**config.mk**
```make
export PLATFORM = sky130hd
export DESIGN_NAME = predict_sequencer
export DESIGN_NICKNAME = d
export VERILOG_FILES = /design/src/rtl/predict_sequencer.sv
export SDC_FILE = /design/constraint.sdc
export NUM_CORES = 1
export LEC_CHECK = 0
export ABC_AREA = 1
export BUFFER_PORTS_ARGS = -buffer_cell sky130_fd_sc_hd__buf_2
export CORE_MARGIN = 1
export CORE_UTILIZATION = 60
export DETAILED_ROUTE_END_ITERATION = 8
export MAX_ROUTING_LAYER = met4
export PLACE_DENSITY = 0.88
export SLEW_MARGIN = 15
export SYNTH_ARGS = -nofsm -noshare
export SYNTH_HDL_FRONTEND = slang
export SYNTH_SLANG_ARGS = --single-unit
```
**constraint.sdc**
```tcl
create_clock -name clk -period 5.25 [get_ports clk]
set_input_delay 1.05 -clock clk [delete_from_list [all_inputs] [get_ports clk]]
set_output_delay 1.05 -clock clk [all_outputs]
set_load 0.02 [all_outputs]
```
**src/rtl/predict_sequencer.sv**
```systemverilog
// predict_sequencer
//   Assembles a 7x7 binary image from a raster pixel stream, holds the
//   classifier enabled for SETTLE cycles, then captures its result and
//   filters it through a VOTE_N-deep majority-free (all-equal) vote.
//
// Ports
//   clk          system clock, rising edge
//   reset        asynchronous active-high reset
//   frame_start  marks the current pix_valid beat as pixel 0
//   pix_valid    pixel beat strobe
//   pix_data     binary pixel, raster order
//   img[48:0]    assembled frame, pixel k = row*7+col on img[k]
//   cls_enable   classifier enable (high only in EVAL)
//   cls_digit    classifier result
//   raw_digit    most recent captured result
//   digit        vote-filtered result, 4'hF until first stable vote
//   digit_valid  one-cycle pulse per completed classification
//   stable       last VOTE_N results identical
//   busy         high in EVAL and REPORT
//   overrun      one-cycle pulse after a dropped pix_valid beat
module predict_sequencer #(
    parameter int SETTLE = 1,
    parameter int VOTE_N = 3
) (
    input  logic        clk,
    input  logic        reset,
    input  logic        frame_start,
    input  logic        pix_valid,
    input  logic        pix_data,
    output logic [48:0] img,
    output logic        cls_enable,
    input  logic [3:0]  cls_digit,
    output logic [3:0]  raw_digit,
    output logic [3:0]  digit,
    output logic        digit_valid,
    output logic        stable,
    output logic        busy,
    output logic        overrun
);

    typedef enum logic [1:0] {IDLE, LOAD, EVAL, REPORT} state_t;

    state_t            state;
    logic [5:0]        count;
    logic [3:0]        settle_cnt;
    logic [3:0]        fill;
    logic [3:0]        fill_next;
    logic [3:0]        hist [VOTE_N];
    logic [VOTE_N-1:0] match;
    logic              capture;

    // Capture happens on the edge that ends the final EVAL cycle.
    assign capture   = (state == EVAL) && (settle_cnt == 4'(SETTLE - 1));
    assign fill_next = (fill == 4'(VOTE_N)) ? fill : fill + 4'd1;

    // History shift register; hist[0] is the newest result. match[gi]
    // compares the entry that will sit at position gi after the shift
    // against the incoming result (position 0 is the result itself).
    for (genvar gi = 0; gi < VOTE_N; gi++) begin : g_hist
        if (gi == 0) begin : g_head
            assign match[gi] = 1'b1;
            always_ff @(posedge clk or posedge reset) begin
                if (reset)        hist[gi] <= 4'd0;
                else if (capture) hist[gi] <= cls_digit;
            end
        end else begin : g_tail
            assign match[gi] = (hist[gi-1] == cls_digit);
            always_ff @(posedge clk or posedge reset) begin
                if (reset)        hist[gi] <= 4'd0;
                else if (capture) hist[gi] <= hist[gi-1];
            end
        end
    end

    always_ff @(posedge clk or posedge reset) begin
        if (reset) begin
            state       <= IDLE;
            count       <= 6'd0;
            img         <= '0;
            settle_cnt  <= 4'd0;
            fill        <= 4'd0;
            cls_enable  <= 1'b0;
            raw_digit   <= 4'd0;
            digit       <= 4'hF;
            digit_valid <= 1'b0;
            stable      <= 1'b0;
            busy        <= 1'b0;
            overrun     <= 1'b0;
        end else begin
            overrun <= pix_valid && ((state == EVAL) || (state == REPORT));
            case (state)
                IDLE: begin
                    if (pix_valid && frame_start) begin
                        img[0] <= pix_data;
                        count  <= 6'd1;
                        state  <= LOAD;
                    end
                end
                LOAD: begin
                    if (pix_valid) begin
                        if (frame_start) begin
                            // Restart: older bits are left in place and get overwritten.
                            img[0] <= pix_data;
                            count  <= 6'd1;
                        end else begin
                            img[count] <= pix_data;
                            if (count == 6'd48) begin
                                state      <= EVAL;
                                count      <= 6'd0;
                                settle_cnt <= 4'd0;
                                cls_enable <= 1'b1;
                                busy       <= 1'b1;
                            end else begin
                                count <= count + 6'd1;
                            end
                        end
                    end
                end
                EVAL: begin
                    if (capture) begin
                        raw_digit   <= cls_digit;
                        fill        <= fill_next;
                        if ((fill_next == 4'(VOTE_N)) && (&match)) begin
                            digit  <= cls_digit;
                            stable <= 1'b1;
                        end else begin
                            stable <= 1'b0;
                        end
                        cls_enable  <= 1'b0;
                        digit_valid <= 1'b1;
                        state       <= REPORT;
                    end else begin
                        settle_cnt <= settle_cnt + 4'd1;
                    end
                end
                REPORT: begin
                    digit_valid <= 1'b0;
                    busy        <= 1'b0;
                    state       <= IDLE;
                end
                default: state <= IDLE;
            endcase
        end
    end

endmodule
```
==> results of run 1 <==
-- report_power, final --
group	internal (mW)	leakage [nW]	total, mW	switching [mW]
clock	0.219	0.0893	0.446	0.227
sequential	0.736	1.09	0.835	0.0989
combinational	0.191	1.10	0.640	0.449
-- cells in the final DEF, fill, tap and decap left out --
cell type     n
o21ai_1      45
a21oi_1       6
xor2_1        4
clkinvlp_4    2
inv_2         6
buf_4         2
mux2i_1       1
ha_1         10
nand2_1     123
nor2_8        1
dfstp_2       4
nand3_2       2
o21a_1        1
nor2_4        1
xnor2_1       1
a22oi_1       1
nand3_1      53
o21ai_0      24
clkbuf_1      2
nor2_1       32
nand2_4       1
clkbuf_8      9
clkinv_2      4
nor3_2        1
nor3_1        2
nand2_2       5
nand4_1       2
inv_1        31
dfrtp_1      78
nor2_2        7
buf_2        70
nor3_4        4
and3_1        1
bufinv_16     1
-- tightest hold or removal path, cell delays in order (launching register included) --
cell and delay, ps:
dfstp_2 370, nand2_1 50, nand2_1 40
-- logic make-up after synthesis --
| logic type | after synthesis | synth area share, % |
|---|---|---|
| xor+xnor | 5 | 1.11 |
| simple gates | 235 | 27.5 |
| flops | 82 | 52.0 |
| compound gates | 77 | 9.87 |
| mux | 1 | 0.253 |
| buf+inv | 55 | 6.10 |
| fa+ha+maj | 10 | 3.16 |
-- synthesized netlist by cell type, drive strengths merged --
cell,count
nand2,129
buf,10
clkinv,1
clkbuf,5
dlygate4sd1,1
nor3,7
mux2i,1
and3,1
a22oi,1
nor2,41
xnor2,1
xor2,4
dfstp,4
o21ai,69
nand3,55
nand4,2
ha,10
inv,38
dfrtp,78
o21a,1
a21oi,6
-- stage by stage --
| stage | total power, mW | area [µm²] | utilization, % | setup WS [ps] |
|---|---|---|---|---|
| floorplan | 1.32 | 3960 | - | 2100 |
| global placement | 1.44 | 4330 | 68.1 | 2880 |
| detailed placement | 1.47 | 4330 | 68.1 | 2820 |
| CTS | 1.92 | 4510 | 71.1 | 2910 |
| global route | 2.04 | 4510 | 71.1 | 2670 |
| finish | 1.92 | 4510 | 71.1 | 2920 |
-- worst max-delay path by stage --
stage	start	end	slack, ps
after floorplan	reset	busy$_DFFE_PP0P_	2100
after CTS	state[0]$_DFFE_PP0P_	settle_cnt[1]$_DFFE_PP0P_	2910
final	state[0]$_DFFE_PP0P_	settle_cnt[1]$_DFFE_PP0P_	2920
after detailed placement	frame_start	img[31]$_DFFE_PP0P_	2820
after global routing	state[0]$_DFFE_PP0P_	settle_cnt[1]$_DFFE_PP0P_	2670
after global placement	frame_start	img[39]$_DFFE_PP0P_	2880
-- sequential cells by signal (all words and copies together), names as in the netlist --
| signal | count |
|---|---|
| img | 49 |
| busy | 1 |
| count | 6 |
| digit | 4 |
| digit_valid | 1 |
| state | 2 |
| cls_enable | 1 |
| stable | 1 |
| overrun | 1 |
| hist | 8 |
| settle_cnt | 4 |
| fill | 4 |
-- area by class of cell --
| class | count | area (µm²) | area share [%] |
|---|---|---|---|
| Clock buffer | 11 | 131 | 2.91 |
| Clock inverter | 5 | 55.1 | 1.22 |
| Inverter | 39 | 149 | 3.30 |
| Multi-Input combinational cell | 328 | 1660 | 36.7 |
| Sequential cell | 82 | 2060 | 45.6 |
| Tap cell | 77 | 96.3 | 2.14 |
| Timing Repair Buffer | 72 | 365 | 8.10 |
-- layer usage --
layer  wire [µm]  global-route usage [%]  vias to the layer above
met1        3750                    37.3                     1609
met5           0                       -                        -
met4         266                    11.1                        0
met3         582                    4.37                       21
met2        4270                    41.0                      157
li1            -                       -                     1645
==> flow_metrics.tcl, run 1 <==
set metrics [dict create \
    n_antenna_cell 0 \
    cp_cell_sequence "inv_1, ha_1, inv_1, nor2_2, inv_1, nand3_2, clkinv_2, nand3_1, o21ai_0" \
    min_period_ps 2330 \
    grt_pass1_vias 3027 \
    post_cts_buffers 0 \
    cp-end-kind "register" \
    outcome "completed" \
    drc 0 \
    yosys_warnings 0 \
    finalMaxSlewViolations 0 \
    first_iter_violations 317 \
    fin_crit_sh_pct 44.4 \
    tightest_slew_ps 694 \
    syn-num-nets 484 \
    cts_tree "done" \
    reg2reg_setup_slack_ps 2920 \
    wire_per_inst_um 14.5 \
    clk_pin_slew_ps 90 \
    synthDistinctLibCells 33 \
    r2r_end "settle_cnt[1]$_DFFE_PP0P_" \
    peakVddDrop_mv 0.306 \
    critPathTopFamily "buffers and inverters" \
    leakage_nw 2.28 \
    skew_ps 8.22 \
    grt_usage_pct 27.2 \
    max_stage_delay_ps 430 \
    synth_area_um2 3960 \
    final_cells 614 \
    die_w_um 83.2 \
    dp.cells 598 \
    io_pins 71 \
    hold_ws_ps 466 \
    fillers 450 \
    path_depth 9 \
    dr.pass1.iters 5 \
    routed_wirelength_mm 8.88 \
    cts_resized 0 \
    cp_max_fo 16 \
    drive_above_1_share_pct 22.3 \
    whs_endpoint "digit[1]$_DFFE_PP1P_" \
    area_growth_syn_to_layout_pct 14.0 \
    core_area_um2 6350 \
    worstSkewPairLatency_ps 350 \
    fin_tns_setup_ps 0 \
    cts_sinks 82 \
    start_kind "register" \
    grt_max_degree 56 \
    via_per_inst 5.59 \
    fmax_mhz 429 \
    root_buffer "clkbuf_8" \
    slowest_stage "dfrtp_1" \
    vias 3432 \
    numCtsBuffers 9 \
    synthTopCellsByArea "dfrtp_1 (49%), nand2_1 (12%), nand3_1 (6.7%), o21ai_1 (5.7%), ha_1 (3.2%)" \
    rows 29 \
    rsz0062_at_grt "no" \
    dp_hpwl_mm 6.14 \
    die_h_um 83.2 \
    hold_path_class "register to register" \
    dieArea_um2 6920 \
    relSlewSlack_pct 53.7 \
    antenna_found_initial 0 \
    grt_pass1_wl_mm 14.4 \
    setup_viol 0 \
    place.gp.congestion 0.850 \
    crit_type "register to register" \
    detail-route-antenna-nets 0 \
    worstHoldPathCells 2 \
    reg2reg_from "state[0]$_DFFE_PP0P_" \
    hp-start "digit[1]$_DFFE_PP1P_" \
    crit_required_ps 5490 \
    rr_worst_depth 9 \
    synth_top_area_cell "dfrtp_1" \
    synth_seq_cells 82 \
    overflow 0 \
    critPathBufInv 4 \
    hold_viol_final 0 \
    port_buffers 70 \
    fin_nets 551 \
    start_util_pct 62.3 \
    ys_seq_area_share_pct 52.0 \
    synth_top_area_share_pct 49.3 \
    synth_cells 465 \
    hold_buffers 0 \
    cp.arrival_ps 2570 \
    crit_top_cell "inv_1" \
    htree_num_levels 3 \
    synth.avg_cell_area_um2 8.51 \
    maxCapViolCount 0 \
    cts_max_path_buffers 2 \
    power_density_nw_per_um2 426 \
]
No activity file was read; power rests on OpenSTA's default activity.
==> run 2, diff against run 1 <==
CORE_UTILIZATION = 50   (was 60)
PLACE_DENSITY = 0.79   (was 0.88)
clock period = 1.9 ns   (was 5.25 ns; I/O delays follow)
==> flow_metrics.tcl, run 2 (synthesized netlist as in run 1, its figures left out) <==
set metrics [dict create \
    outcome "completed" \
    vias 3367 \
    io_pins 71 \
    switchingPower_mw 2.18 \
    final_common_cell "nand2_1" \
    place.gp.congestion 0.895 \
    start_kind "register" \
    start_util_pct 51.5 \
    dp_hpwl_mm 6.43 \
    first_iter_violations 230 \
    power_mw 5.32 \
    grt_pass1_wl_mm 14.8 \
    clk_pin_slew_ps 90 \
    final_cell_mix "nand2_1 (123), dfrtp_1 (78), buf_2 (70), nand3_1 (53), o21ai_1 (45)" \
    p_sw_share_pct 41.0 \
    die_h_um 91.0 \
    drive_above_1_share_pct 24.5 \
    die_w_um 91.0 \
    rows 32 \
    cts_sinks 82 \
    area_growth_syn_to_layout_pct 17.6 \
    core_area_um2 7690 \
    drc 0 \
    leakage_nw 2.34 \
    htree_num_levels 3 \
    relSlewSlack_pct 59.8 \
    grt_pass1_vias 3239 \
    cp_max_fo 16 \
    dr.pass1.iters 4 \
    dp_worst_setup_slack_ps 54.2 \
    rr_worst_depth 8 \
    crit_type "register to register" \
    via_per_inst 5.19 \
    post_cts_buffers 0 \
    routed_wirelength_mm 8.75 \
    antenna_found_initial 0 \
    detail-route-antenna-nets 0 \
    peakVddDrop_mv 0.473 \
    port_buffers 70 \
    min_period_ps 1740 \
    hold_path_class "input pin to asynchronous set/reset pin" \
    power_frac_comb_pct 35.6 \
    crit_required_ps 2140 \
    grt_max_degree 49 \
    fin_util_pct 60.5 \
    fin_tns_setup_ps 0 \
    tightest_slew_ps 601 \
    cts_resized 0 \
    fmax_mhz 573 \
    hold_viol_final 0 \
    cts_max_path_buffers 2 \
    largest_reg_flops 49 \
    maxCapViolCount 0 \
    finalMaxSlewViolations 0 \
    fin_crit_sh_pct 91.8 \
    crit_path_start "state[1]$_DFFE_PP0P_" \
    overflow 0 \
    cp-end-kind "register" \
    final.setup.worst_slack_ps 156 \
    skew_ps 5.58 \
    hold_buffers 0 \
    grt_usage_pct 23.3 \
    numCtsBuffers 9 \
    regMostFlops "img" \
    fin_nets 561 \
    n_antenna_cell 0 \
    dieArea_um2 8270 \
    p_seq_share_pct 42.8 \
    fillers 661 \
    cp.arrival_ps 1980 \
    worstSkewPairLatency_ps 360 \
    power_density_nw_per_um2 1140 \
    root_buffer "clkbuf_8" \
    clock_power_share_pct 21.6 \
    cts_tree "done" \
    largestRegisters "img: 49 flops, hist: 8 flops, count: 6 flops" \
    wire_per_inst_um 13.5 \
    p_int_mw 3.14 \
    setup_viol 0 \
    reg2reg_from "state[1]$_DFFE_PP0P_" \
]
==> run 2: cell count changes in the layout (fill, tap and decap cells not counted), moves of 2 or more <==
| cell | change |
|---|---|
| buf_12 | +2 |
| buf_4 | +8 |
| clkbuf_1 | -2 |
| clkinv_2 | -2 |
| clkinvlp_4 | +2 |
| inv_6 | +2 |
==> run 2: worst max-delay path: stages, from the launching register on <==
cell and delay, ps:
dfrtp_1 420, inv_1 110, ha_2 250, nand2_2 130, nor2_8 150, buf_4 220
nand3_1 150, nand2_1 120, o21ai_1 70
==> run 2: layer usage <==
layer / track usage (%) / share of wire (%) / up-vias
li1: - / - / 1664
met1: 30.0 / 45 / 1601
met2: 36.7 / 48 / 81
met3: 3.43 / 3.9 / 21
met4: 10.8 / 2.7 / 0
met5: - / 0 / -
==> run 2: power groups by stage <==
stage	clock, mW	sequential [mW]	combinational, mW
4_1_cts	1.16	2.27	1.89
3_3_place_gp	0	2.27	1.81
6_report	1.15	2.27	1.90
2_1_floorplan	0	2.36	1.29
3_5_place_dp	0	2.30	1.88
5_1_grt	1.24	2.31	2.14
==> run 2: layout make-up <==
cell class	count	area (µm²)	area share, %
Sequential cell	82	2060	44.2
Tap cell	102	128	2.74
Inverter	39	151	3.26
Clock inverter	7	53.8	1.16
Clock buffer	9	124	2.66
Multi-Input combinational cell	328	1670	35.9
Timing Repair Buffer	82	465	10.0
==> run 2: per-stage QoR <==
stage	hold WS [ps]	instances	area, µm²
finish	81.4	649	4650
global route	112	649	4650
CTS	90.8	649	4640
detailed placement	455	633	4460
global placement	450	633	4460
floorplan	465	465	3960
==> run 2: path summary, 6_finish.rpt <==
kind,endpoint,slack (ps)
worst max-delay path,img[3]$_DFFE_PP0P_,160
worst min-delay path,img[13]$_DFFE_PP0P_,80
worst max register to register,img[3]$_DFFE_PP0P_,160
worst min register to register,digit[2]$_DFFE_PP1P_,470
max in group asynchronous,digit[2]$_DFFE_PP1P_,1220
min in group clk,img[0]$_DFFE_PP0P_,250
